### config.mk
export PLATFORM = sky130hd
export DESIGN_NAME = ux607_qspi_fifo_p
export DESIGN_NICKNAME = d
export VERILOG_FILES = /design/src/rtl/ux607_qspi_pkg.sv /design/src/rtl/ux607_qspi_sync_fifo.sv /design/src/rtl/ux607_qspi_fifo_p.sv
export SDC_FILE = /design/constraint.sdc
export NUM_CORES = 1
export LEC_CHECK = 0
export BUFFER_PORTS_ARGS = -buffer_cell sky130_fd_sc_hd__buf_2
export CAP_MARGIN = 30
export CORE_ASPECT_RATIO = 0.6
export CORE_MARGIN = 5
export CORE_UTILIZATION = 50
export CTS_CLUSTER_SIZE = 8
export DETAILED_ROUTE_END_ITERATION = 7
export PLACE_DENSITY = 0.74
export SYNTH_ARGS = -nofsm -noshare
export SYNTH_HDL_FRONTEND = slang
export SYNTH_HIERARCHICAL = 1
export SYNTH_SLANG_ARGS = --single-unit
### constraint.sdc
create_clock -name clock -period 3.9 [get_ports clock]
set_input_delay 0.78 -clock clock [delete_from_list [all_inputs] [get_ports clock]]
set_output_delay 0.78 -clock clock [all_outputs]
set_load 0.05 [all_outputs]
### src/rtl/ux607_qspi_pkg.sv
// Shared encodings for the QSPI staging block: link protocol width and
// chip-select mode.
package ux607_qspi_pkg;

    // Link protocol: number of data lanes is 2**proto.
    typedef enum logic [1:0] {
        PROTO_SINGLE = 2'd0,
        PROTO_DUAL   = 2'd1,
        PROTO_QUAD   = 2'd2,
        PROTO_OCTAL  = 2'd3
    } proto_e;

    // Chip-select mode; encoding 1 is reserved and behaves like AUTO.
    typedef enum logic [1:0] {
        CS_AUTO = 2'd0,
        CS_HOLD = 2'd2,
        CS_OFF  = 2'd3
    } cs_mode_e;

endpackage

### src/rtl/ux607_qspi_sync_fifo.sv
// Synchronous, non-flow-through FIFO with single-cycle flush and occupancy count.
// Flush wins over a same-cycle enqueue or dequeue.
module ux607_qspi_sync_fifo #(
    parameter int DW    = 8,
    parameter int DEPTH = 8
) (
    input  logic                       clock,
    input  logic                       reset_n,
    input  logic                       flush,
    input  logic                       enq_valid,
    output logic                       enq_ready,
    input  logic [DW-1:0]              enq_bits,
    input  logic                       deq_ready,
    output logic                       deq_valid,
    output logic [DW-1:0]              deq_bits,
    output logic [$clog2(DEPTH):0]     count
);

    localparam int AW = $clog2(DEPTH);
    localparam int CW = AW + 1;

    logic [DW-1:0] mem [DEPTH];
    logic [AW-1:0] wptr, rptr;
    logic          enq_fire, deq_fire;

    assign enq_ready = (count != CW'(DEPTH));
    assign deq_valid = (count != '0);
    assign deq_bits  = mem[rptr];
    assign enq_fire  = enq_valid & enq_ready;
    assign deq_fire  = deq_ready & deq_valid;

    // Storage write; contents need no reset since count gates visibility.
    always_ff @(posedge clock) begin
        if (enq_fire && !flush)
            mem[wptr] <= enq_bits;
    end

    // Pointers wrap naturally (DEPTH is a power of two); count tracks occupancy.
    always_ff @(posedge clock or negedge reset_n) begin
        if (!reset_n) begin
            wptr  <= '0;
            rptr  <= '0;
            count <= '0;
        end else if (flush) begin
            wptr  <= '0;
            rptr  <= '0;
            count <= '0;
        end else begin
            if (enq_fire) wptr <= wptr + 1'b1;
            if (deq_fire) rptr <= rptr + 1'b1;
            case ({enq_fire, deq_fire})
                2'b10:   count <= count + 1'b1;
                2'b01:   count <= count - 1'b1;
                default: count <= count;
            endcase
        end
    end

endmodule

### src/rtl/ux607_qspi_fifo_p.sv
// QSPI TX/RX staging between register front-end and link engine.
// Optional sticky error flags enabled by defining QSPI_FIFO_ERR_EN.
module ux607_qspi_fifo_p
    import ux607_qspi_pkg::*;
#(
    parameter  int DW    = 8,
    parameter  int DEPTH = 8,
    localparam int CW    = $clog2(DEPTH) + 1,
    localparam int LW    = $clog2(DW) + 1
) (
    input  logic          clock,
    input  logic          reset_n,
    input  logic [1:0]    io_ctrl_fmt_proto,
    input  logic          io_ctrl_fmt_endian,
    input  logic          io_ctrl_fmt_iodir,
    input  logic [LW-1:0] io_ctrl_fmt_len,
    input  logic [1:0]    io_ctrl_cs_mode,
    input  logic [CW-1:0] io_ctrl_wm_tx,
    input  logic [CW-1:0] io_ctrl_wm_rx,
    input  logic          io_ctrl_flush_tx,
    input  logic          io_ctrl_flush_rx,
    input  logic          io_ctrl_err_clr,
    input  logic          io_link_tx_ready,
    output logic          io_link_tx_valid,
    output logic [DW-1:0] io_link_tx_bits,
    input  logic          io_link_rx_valid,
    input  logic [DW-1:0] io_link_rx_bits,
    output logic [LW-1:0] io_link_cnt,
    output logic [1:0]    io_link_fmt_proto,
    output logic          io_link_fmt_endian,
    output logic          io_link_fmt_iodir,
    output logic          io_link_cs_set,
    output logic          io_link_cs_clear,
    output logic          io_link_cs_hold,
    input  logic          io_link_active,
    output logic          io_link_lock,
    output logic          io_tx_ready,
    input  logic          io_tx_valid,
    input  logic [DW-1:0] io_tx_bits,
    input  logic          io_rx_ready,
    output logic          io_rx_valid,
    output logic [DW-1:0] io_rx_bits,
    output logic [CW-1:0] io_tx_count,
    output logic [CW-1:0] io_rx_count,
    output logic          io_ip_txwm,
    output logic          io_ip_rxwm,
    output logic          io_err_txovf,
    output logic          io_err_rxovf,
    output logic          io_err_rxudf
);

    logic          fire_tx, rxen, rx_enq, rx_enq_ready;
    logic [1:0]    cs_mode_q;
    logic [LW-1:0] len_c;
    logic [LW:0]   cnt_sum, cnt_shr;
    logic          tx_ovf_set, rx_ovf_set, rx_udf_set;
    logic          unused_active;

    assign unused_active = io_link_active;

    ux607_qspi_sync_fifo #(.DW(DW), .DEPTH(DEPTH)) u_tx_fifo (
        .clock     (clock),
        .reset_n   (reset_n),
        .flush     (io_ctrl_flush_tx),
        .enq_valid (io_tx_valid),
        .enq_ready (io_tx_ready),
        .enq_bits  (io_tx_bits),
        .deq_ready (io_link_tx_ready),
        .deq_valid (io_link_tx_valid),
        .deq_bits  (io_link_tx_bits),
        .count     (io_tx_count)
    );

    ux607_qspi_sync_fifo #(.DW(DW), .DEPTH(DEPTH)) u_rx_fifo (
        .clock     (clock),
        .reset_n   (reset_n),
        .flush     (io_ctrl_flush_rx),
        .enq_valid (rx_enq),
        .enq_ready (rx_enq_ready),
        .enq_bits  (io_link_rx_bits),
        .deq_ready (io_rx_ready),
        .deq_valid (io_rx_valid),
        .deq_bits  (io_rx_bits),
        .count     (io_rx_count)
    );

    assign fire_tx = io_link_tx_valid & io_link_tx_ready;
    assign rx_enq  = io_link_rx_valid & rxen;

    // RX capture window: opened by a transmitted frame (unless TX-only),
    // closed by the first returning link beat.
    always_ff @(posedge clock or negedge reset_n) begin
        if (!reset_n)              rxen <= 1'b0;
        else if (fire_tx)          rxen <= ~io_ctrl_fmt_iodir;
        else if (io_link_rx_valid) rxen <= 1'b0;
    end

    // Registered copy of cs mode; a difference from the live input flags a change.
    always_ff @(posedge clock or negedge reset_n) begin
        if (!reset_n) cs_mode_q <= CS_AUTO;
        else          cs_mode_q <= io_ctrl_cs_mode;
    end

    assign io_link_cs_set   = (cs_mode_q != CS_OFF);
    assign io_link_cs_hold  = (cs_mode_q == CS_HOLD);
    assign io_link_cs_clear = (cs_mode_q != io_ctrl_cs_mode) |
                              (fire_tx & (cs_mode_q != CS_HOLD) & (cs_mode_q != CS_OFF));
    assign io_link_lock     = io_link_tx_valid | rxen;

    // Beats per frame = ceil(len / lanes), with len clamped to the frame width.
    assign len_c       = (io_ctrl_fmt_len > LW'(DW)) ? LW'(DW) : io_ctrl_fmt_len;
    assign cnt_sum     = {1'b0, len_c} + (((LW+1)'(1)) << io_ctrl_fmt_proto) - (LW+1)'(1);
    assign cnt_shr     = cnt_sum >> io_ctrl_fmt_proto;
    assign io_link_cnt = cnt_shr[LW-1:0];

    assign io_link_fmt_proto  = io_ctrl_fmt_proto;
    assign io_link_fmt_endian = io_ctrl_fmt_endian;
    assign io_link_fmt_iodir  = io_ctrl_fmt_iodir;

    assign io_ip_txwm = (io_tx_count < io_ctrl_wm_tx);
    assign io_ip_rxwm = (io_rx_count > io_ctrl_wm_rx);

    assign tx_ovf_set = io_tx_valid & ~io_tx_ready;
    assign rx_ovf_set = rx_enq & ~rx_enq_ready;
    assign rx_udf_set = io_rx_ready & ~io_rx_valid;

`ifdef QSPI_FIFO_ERR_EN
    logic txovf, rxovf, rxudf;

    // Sticky error flags; clear takes priority over a same-cycle set.
    always_ff @(posedge clock or negedge reset_n) begin
        if (!reset_n) begin
            txovf <= 1'b0;
            rxovf <= 1'b0;
            rxudf <= 1'b0;
        end else if (io_ctrl_err_clr) begin
            txovf <= 1'b0;
            rxovf <= 1'b0;
            rxudf <= 1'b0;
        end else begin
            txovf <= txovf | tx_ovf_set;
            rxovf <= rxovf | rx_ovf_set;
            rxudf <= rxudf | rx_udf_set;
        end
    end

    assign io_err_txovf = txovf;
    assign io_err_rxovf = rxovf;
    assign io_err_rxudf = rxudf;
`else
    logic unused_err;
    assign unused_err   = ^{io_ctrl_err_clr, tx_ovf_set, rx_ovf_set, rx_udf_set};
    assign io_err_txovf = 1'b0;
    assign io_err_rxovf = 1'b0;
    assign io_err_rxudf = 1'b0;
`endif

endmodule

* Yosys cells after proc, flatten, opt, wreduce, memory -nomap -nowiden *
Memory sizes are Yosys's and may differ from the RTL's.
Cells that the tools add are included.
Widths: inputs -> output; s select.

word-level totals
  flip-flop bits (word level) = 23
  bits in writable memories = 128
  bits of input ports = 44
  output and inout bits = 44
  word-level logic and storage cells = 77
  memories kept = 2

memory list
  memory         words  width  rd ports  clocked after memory_dff  write ports  line                        source
  u_rx_fifo.mem  8      8      1         0                         1            ux607_qspi_sync_fifo.sv:22  logic [DW-1:0] mem [DEPTH];
  u_tx_fifo.mem  8      8      1         0                         1            ux607_qspi_sync_fifo.sv:22

operators by class
  add/sub/neg operators = 10
  $lt $le $gt $ge = 3
  equal/unequal tests = 10
  shifts and indexed selects = 2
  multiplexer cells = 19
  bitwise gates (word level) = 10
  reduce and logical (&&, ||, !) cells = 13

operator list
  kind                 count
  $mux 3               8
  $pmux 4 s2           2
  $add 3x1->3 const B  4
  $mux 4               3
  $reduce_bool 2->1    5
  $add 4x1->4 const B  2
  $ne 4x4->1 const B   2
  $reduce_bool 4->1    2
  $sub 4x1->4 const B  2
  $and 1x1->1          7
  $eq 2x2->1 const B   3
  $mux 1               6
  $reduce_bool 3->1    2
  $add 4x5->5          1
  $shl 1x2->5 const A  1
  $shr 5x2->4          1
  $sub 5x1->5 const B  1
  $eq 2x1->1 const B   2
  $gt 4x4->1           1
  $gt 4x4->1 const B   1
  $lt 4x4->1           1
  $ne 2x2->1 const B   2
  $logic_and 1x1->1    2
  $logic_not 1->1      2
  3 further kinds      4

* Longest topological paths before layout *
  word-level depth = 5
  mapped depth = 12

* By module *
The synthesis kept the hierarchy.

by module, submodules not included
  module                instances  cells each  area an instance (um^2)  sequential area each (um^2)
  ux607_qspi_sync_fifo  2          176         3143.0                   2172.1
  ux607_qspi_fifo_p     1          87          655.6                    75.1

* Least setup slack after synthesis *
Ideal clock, no wire load.

  path type = input-to-output
  start point = input port io_ctrl_fmt_proto[0]
  end point = output port io_link_cnt[1]
  data arrival time = 3270 ps
  setup slack = -150 ps
  cell stages on the path = 9
  path buffers = 1
  cell sequence = buf_2 > nand2b_1 > ha_1 > inv_1 > ha_1 > and3_4 > o21ai_0 > nand2_1 > o21ai_0

on the way
  word-level cells in the longest chain between the ends = 4

ends and longest elaborated chain
  element          line                      source
  from (decl)      ux607_qspi_fifo_p.sv:13   input logic [1:0] io_ctrl_fmt_proto,
  $shl 1x2->5      ux607_qspi_fifo_p.sv:112  assign cnt_sum = {1'b0, len_c} + (((LW+1)'(1)) << io_ctrl_fmt_proto) - (LW+1)'(1);
  $add 4x5->5      ux607_qspi_fifo_p.sv:112
  $sub 5x1->5      ux607_qspi_fifo_p.sv:112
  $shr 5x2->4 (*)  ux607_qspi_fifo_p.sv:113  assign cnt_shr = cnt_sum >> io_ctrl_fmt_proto;
  to (decl)        ux607_qspi_fifo_p.sv:28   output logic [LW-1:0] io_link_cnt,

Every way passes the cells marked *; elsewhere a longest branch is shown, timed or not.

* Final worst setup path *
  start point = input port io_ctrl_fmt_proto[1]
  end point = output port io_link_cnt[2]

The elaborated chain is that of the path after synthesis.

==> results.md <==
- Post-route cell area: between 0.008 and 0.009 mm^2
- RSZ-0062 raised after global routing: false
- Pwr/cell area: around 660 mW/mm^2
- Die X-Extent: ~160 um
- Cells after synthesis: approximately 440
- H-Tree Depth: 4
- Number of global-route vias before repair: 4177
- Top cell type by total area after synthesis: edfxtp_1
- Async SR Flop Fraction: 0.1523
- CTS tree: built
- IO Port Bufs: 80
- Multi-input gate area: between 0.002 and 0.0025 mm^2
- Final worst path period need: 3.762 ns
- Hold/Removal Path Class: in -> async
- Layout Cells excl Fill: between 700 and 800
- I/O pin count: 88
- Clk buf depth: 2
- Number of synthesized flops with an enable pin: 128
- P&R area growth vs syn: 15.41%
- Number of nets with antenna violations after routing: 0
- Outcome: complete, no violations
- TritonCTS buffer count: 17
- Reg-to-Reg Start: u_tx_fifo/count[1]
- Antenna violations before repair: 0
- Die Ht: 101.3 um
- Hold Buf Count CTS: 0
- Top cells by area, synth: edfxtp_1 (55%), mux4_2 (10%), dfrtp_1 (8.3%)
- Crit. End Element: primary output
- Setup Fix Bufs, Post-CTS: 0
- Fill cell count: 1031
- Main combinational cell family by area after synthesis: multiplexers
- Count of final setup violators: 0
- Via/cell ratio: 5.605
- Sinks on the clock net: 151
- Max Transition Viols Final: 0
- Data required, critical path: roughly 3.1 ns
- Core ar.: between 0.01 and 0.015 mm^2
- Starting Density: 0.5095
- Reg-to-reg slack, setup: approximately 1.4 ns
- Post-synthesis compound-gate area fraction: 0.04470
- Nets: 583
- Slew @ Worst Pin: 0.9907 ns
- Simple-Gate Fraction of Synth Area: 0.07931
- Sequential cell area: around 0.0044 mm^2
- Grt total ovfl: 0
- Mapped Avg Cell Area: 15.81 um^2
- Critical path arrival: about 3.0 ns
- Utilization after layout: 0.5880
- DP HPWL: approximately 9.4 mm
- DRT Pass-1 Iters: 5
- Average wire per standard cell: 18.93 um
- RR Endpoint: u_tx_fifo/mem[6][3]
- Most frequent cell after synthesis: edfxtp_1
- Setup slack at placement: around 0.14 ns
- Flops & latches, synth: 151
- DRC Markers: 0
- Max cap viols: 0
- Final worst slack: roughly 0.14 ns
- Max_slew headroom: 0.3371
- R2r worst-path depth: 4
- Distinct cells, synth: 48
- Die area: approximately 0.016 mm^2
- Row count: 33
- Post-Synth Adder-Cell Area: 0.04254
- Synth Cell Area: around 0.0069 mm^2
- Post_cts resized: 0
- Mux contribution to synthesized area: 0.1429
- Hold Vio Cnt, Final: 0
- Post-synth top cells: edfxtp_1 (128), nor2_1 (34), mux4_2 (32), dfrtp_1 (23), ha_1 (22)
- Fmax: 265.8 MHz
- Worst-Skew Late Latency: 0.41 ns
- Crit Path Class: in -> out
- Period utilization: 0.9645
- Total number of yosys warnings: 6
- Leakage power total: around 0.003 uW
- Largest net degree at the start of global routing: 24
- Placed Cells: 672
- Clock skew: 0.009226 ns
- GR Util All Layers: 0.1732
- Clock root buffer: clkbuf_16
- Worst IR Drop VDD: ~0.42 mV
- Synth top area share: 0.5537
- Routed wire length: 13.33 mm
- Share of cells above drive strength 1: 0.3365
- Seq/Total Area, Yosys: 0.6366
- Antenna fix cells: 0
- Ys flop type: edfxtp_1
- Final total power: roughly 5300 uW
- Routed via count: slightly below 4000
- CP max FO: 9
- First-pass GRT wire length: approximately 22 mm
- Startpoint types: input port
- Placed instance area: around 0.0074 mm^2
- XOR/XNOR Fraction of Synth Area: 0.01766
- Clock-pin slew on the worst setup and hold paths: 0.07 ns
- First-iteration detailed-routing DRC count: between 300 and 400
- GP Congestion: slightly below 0.8
## state kept, by name (all words and copies together) (netlist names), 2 cells and up
register,cells
cs_mode_q,2
u_rx_fifo/count,4
u_rx_fifo/mem,64
u_rx_fifo/rptr,3
u_rx_fifo/wptr,3
u_tx_fifo/count,4
u_tx_fifo/mem,64
u_tx_fifo/rptr,3
u_tx_fifo/wptr,3
## worst max path at each step
| stage | start | endpoint | slack [ns] | cells past startpoint |
|---|---|---|---|---|
| floorplan | io_ctrl_fmt_proto[0] | io_link_cnt[2] | -0.008 | 10 |
| global placement | io_ctrl_fmt_proto[1] | io_link_cnt[2] | 0.21 | 11 |
| detailed placement | io_ctrl_fmt_proto[1] | io_link_cnt[2] | 0.14 | 11 |
| CTS | io_ctrl_fmt_proto[1] | io_link_cnt[2] | 0.13 | 11 |
| global route | io_ctrl_fmt_proto[1] | io_link_cnt[2] | 0.02 | 11 |
| finish | io_ctrl_fmt_proto[1] | io_link_cnt[2] | 0.14 | 11 |
## report_power, final
group | total [uW] | switching, uW | leakage [uW] | internal (uW)
Sequential | 2010 | 175 | 0.00146 | 1840
Combinational | 1740 | 1090 | 0.00123 | 648
Clock | 1520 | 671 | 0.000271 | 844
## cells by family (layout without fill, tap and decap cells)
logic type               after synthesis  count (layout)
AO/OA/AOI/OAI                         40              40
XOR/XNOR                              14              14
adder cells (fa/ha/maj)               23              23
buffers and inverters                 48             136
flip-flops                           151             151
multiplexers                          57              57
other                                  1               3
AND/OR/NAND/NOR                      105             105
## critical path, stage by stage
cell and delay [ns]:
buf_2 0.15, nand2b_1 0.18, ha_1 0.27, inv_1 0.06, ha_1 0.18, inv_1 0.06, fa_1 0.37, xor2_1 0.19
mux2_2 0.31, o22ai_1 0.15, buf_2 0.29
## through the flow
stage / setup TNS (ns) / hold slack, ns
floorplan: -0.008358 / 0.4844
global placement: 0 / 0.5036
detailed placement: 0 / 0.5207
CTS: 0 / 0.3694
global route: 0 / 0.3897
finish: 0 / 0.3528
## metal layers
layer	global-route usage	share of wire	up-vias	routed length [um]
met5	0	0	-	0
met3	0.04107	0.057	9	754
met1	0.2442	0.46	1972	6118
met2	0.2755	0.47	132	6321
met4	0.04873	0.010	0	134
li1	-	-	1833	-
## layout make-up
cell class / count / area share
Inverter: 18 / 0.008434
Clock inverter: 14 / 0.01655
Multi-Input combinational cell: 242 / 0.2853
Sequential cell: 151 / 0.5516
Timing Repair Buffer: 86 / 0.05716
Tap cell: 175 / 0.02733
Clock buffer: 18 / 0.05357
## cell usage in the layout, fill, tap and decap left out, types with 3 or more instances in the layout
cell	n
xor2_1	7
nand4b_1	4
mux2i_1	8
xnor2_1	7
mux2_2	17
o21ai_0	5
nand3_1	8
inv_1	16
conb_1	3
a21oi_1	12
nand2b_1	13
dfrtp_1	23
mux4_2	32
buf_4	5
clkbuf_16	17
nor3_1	8
or3_1	5
buf_2	80
inv_8	5
ha_1	22
a31oi_1	3
edfxtp_1	128
clkinv_4	4
and3b_1	4
nor2_1	34
nand2_1	15
inv_6	3
(Power assumes the default switching activity.)
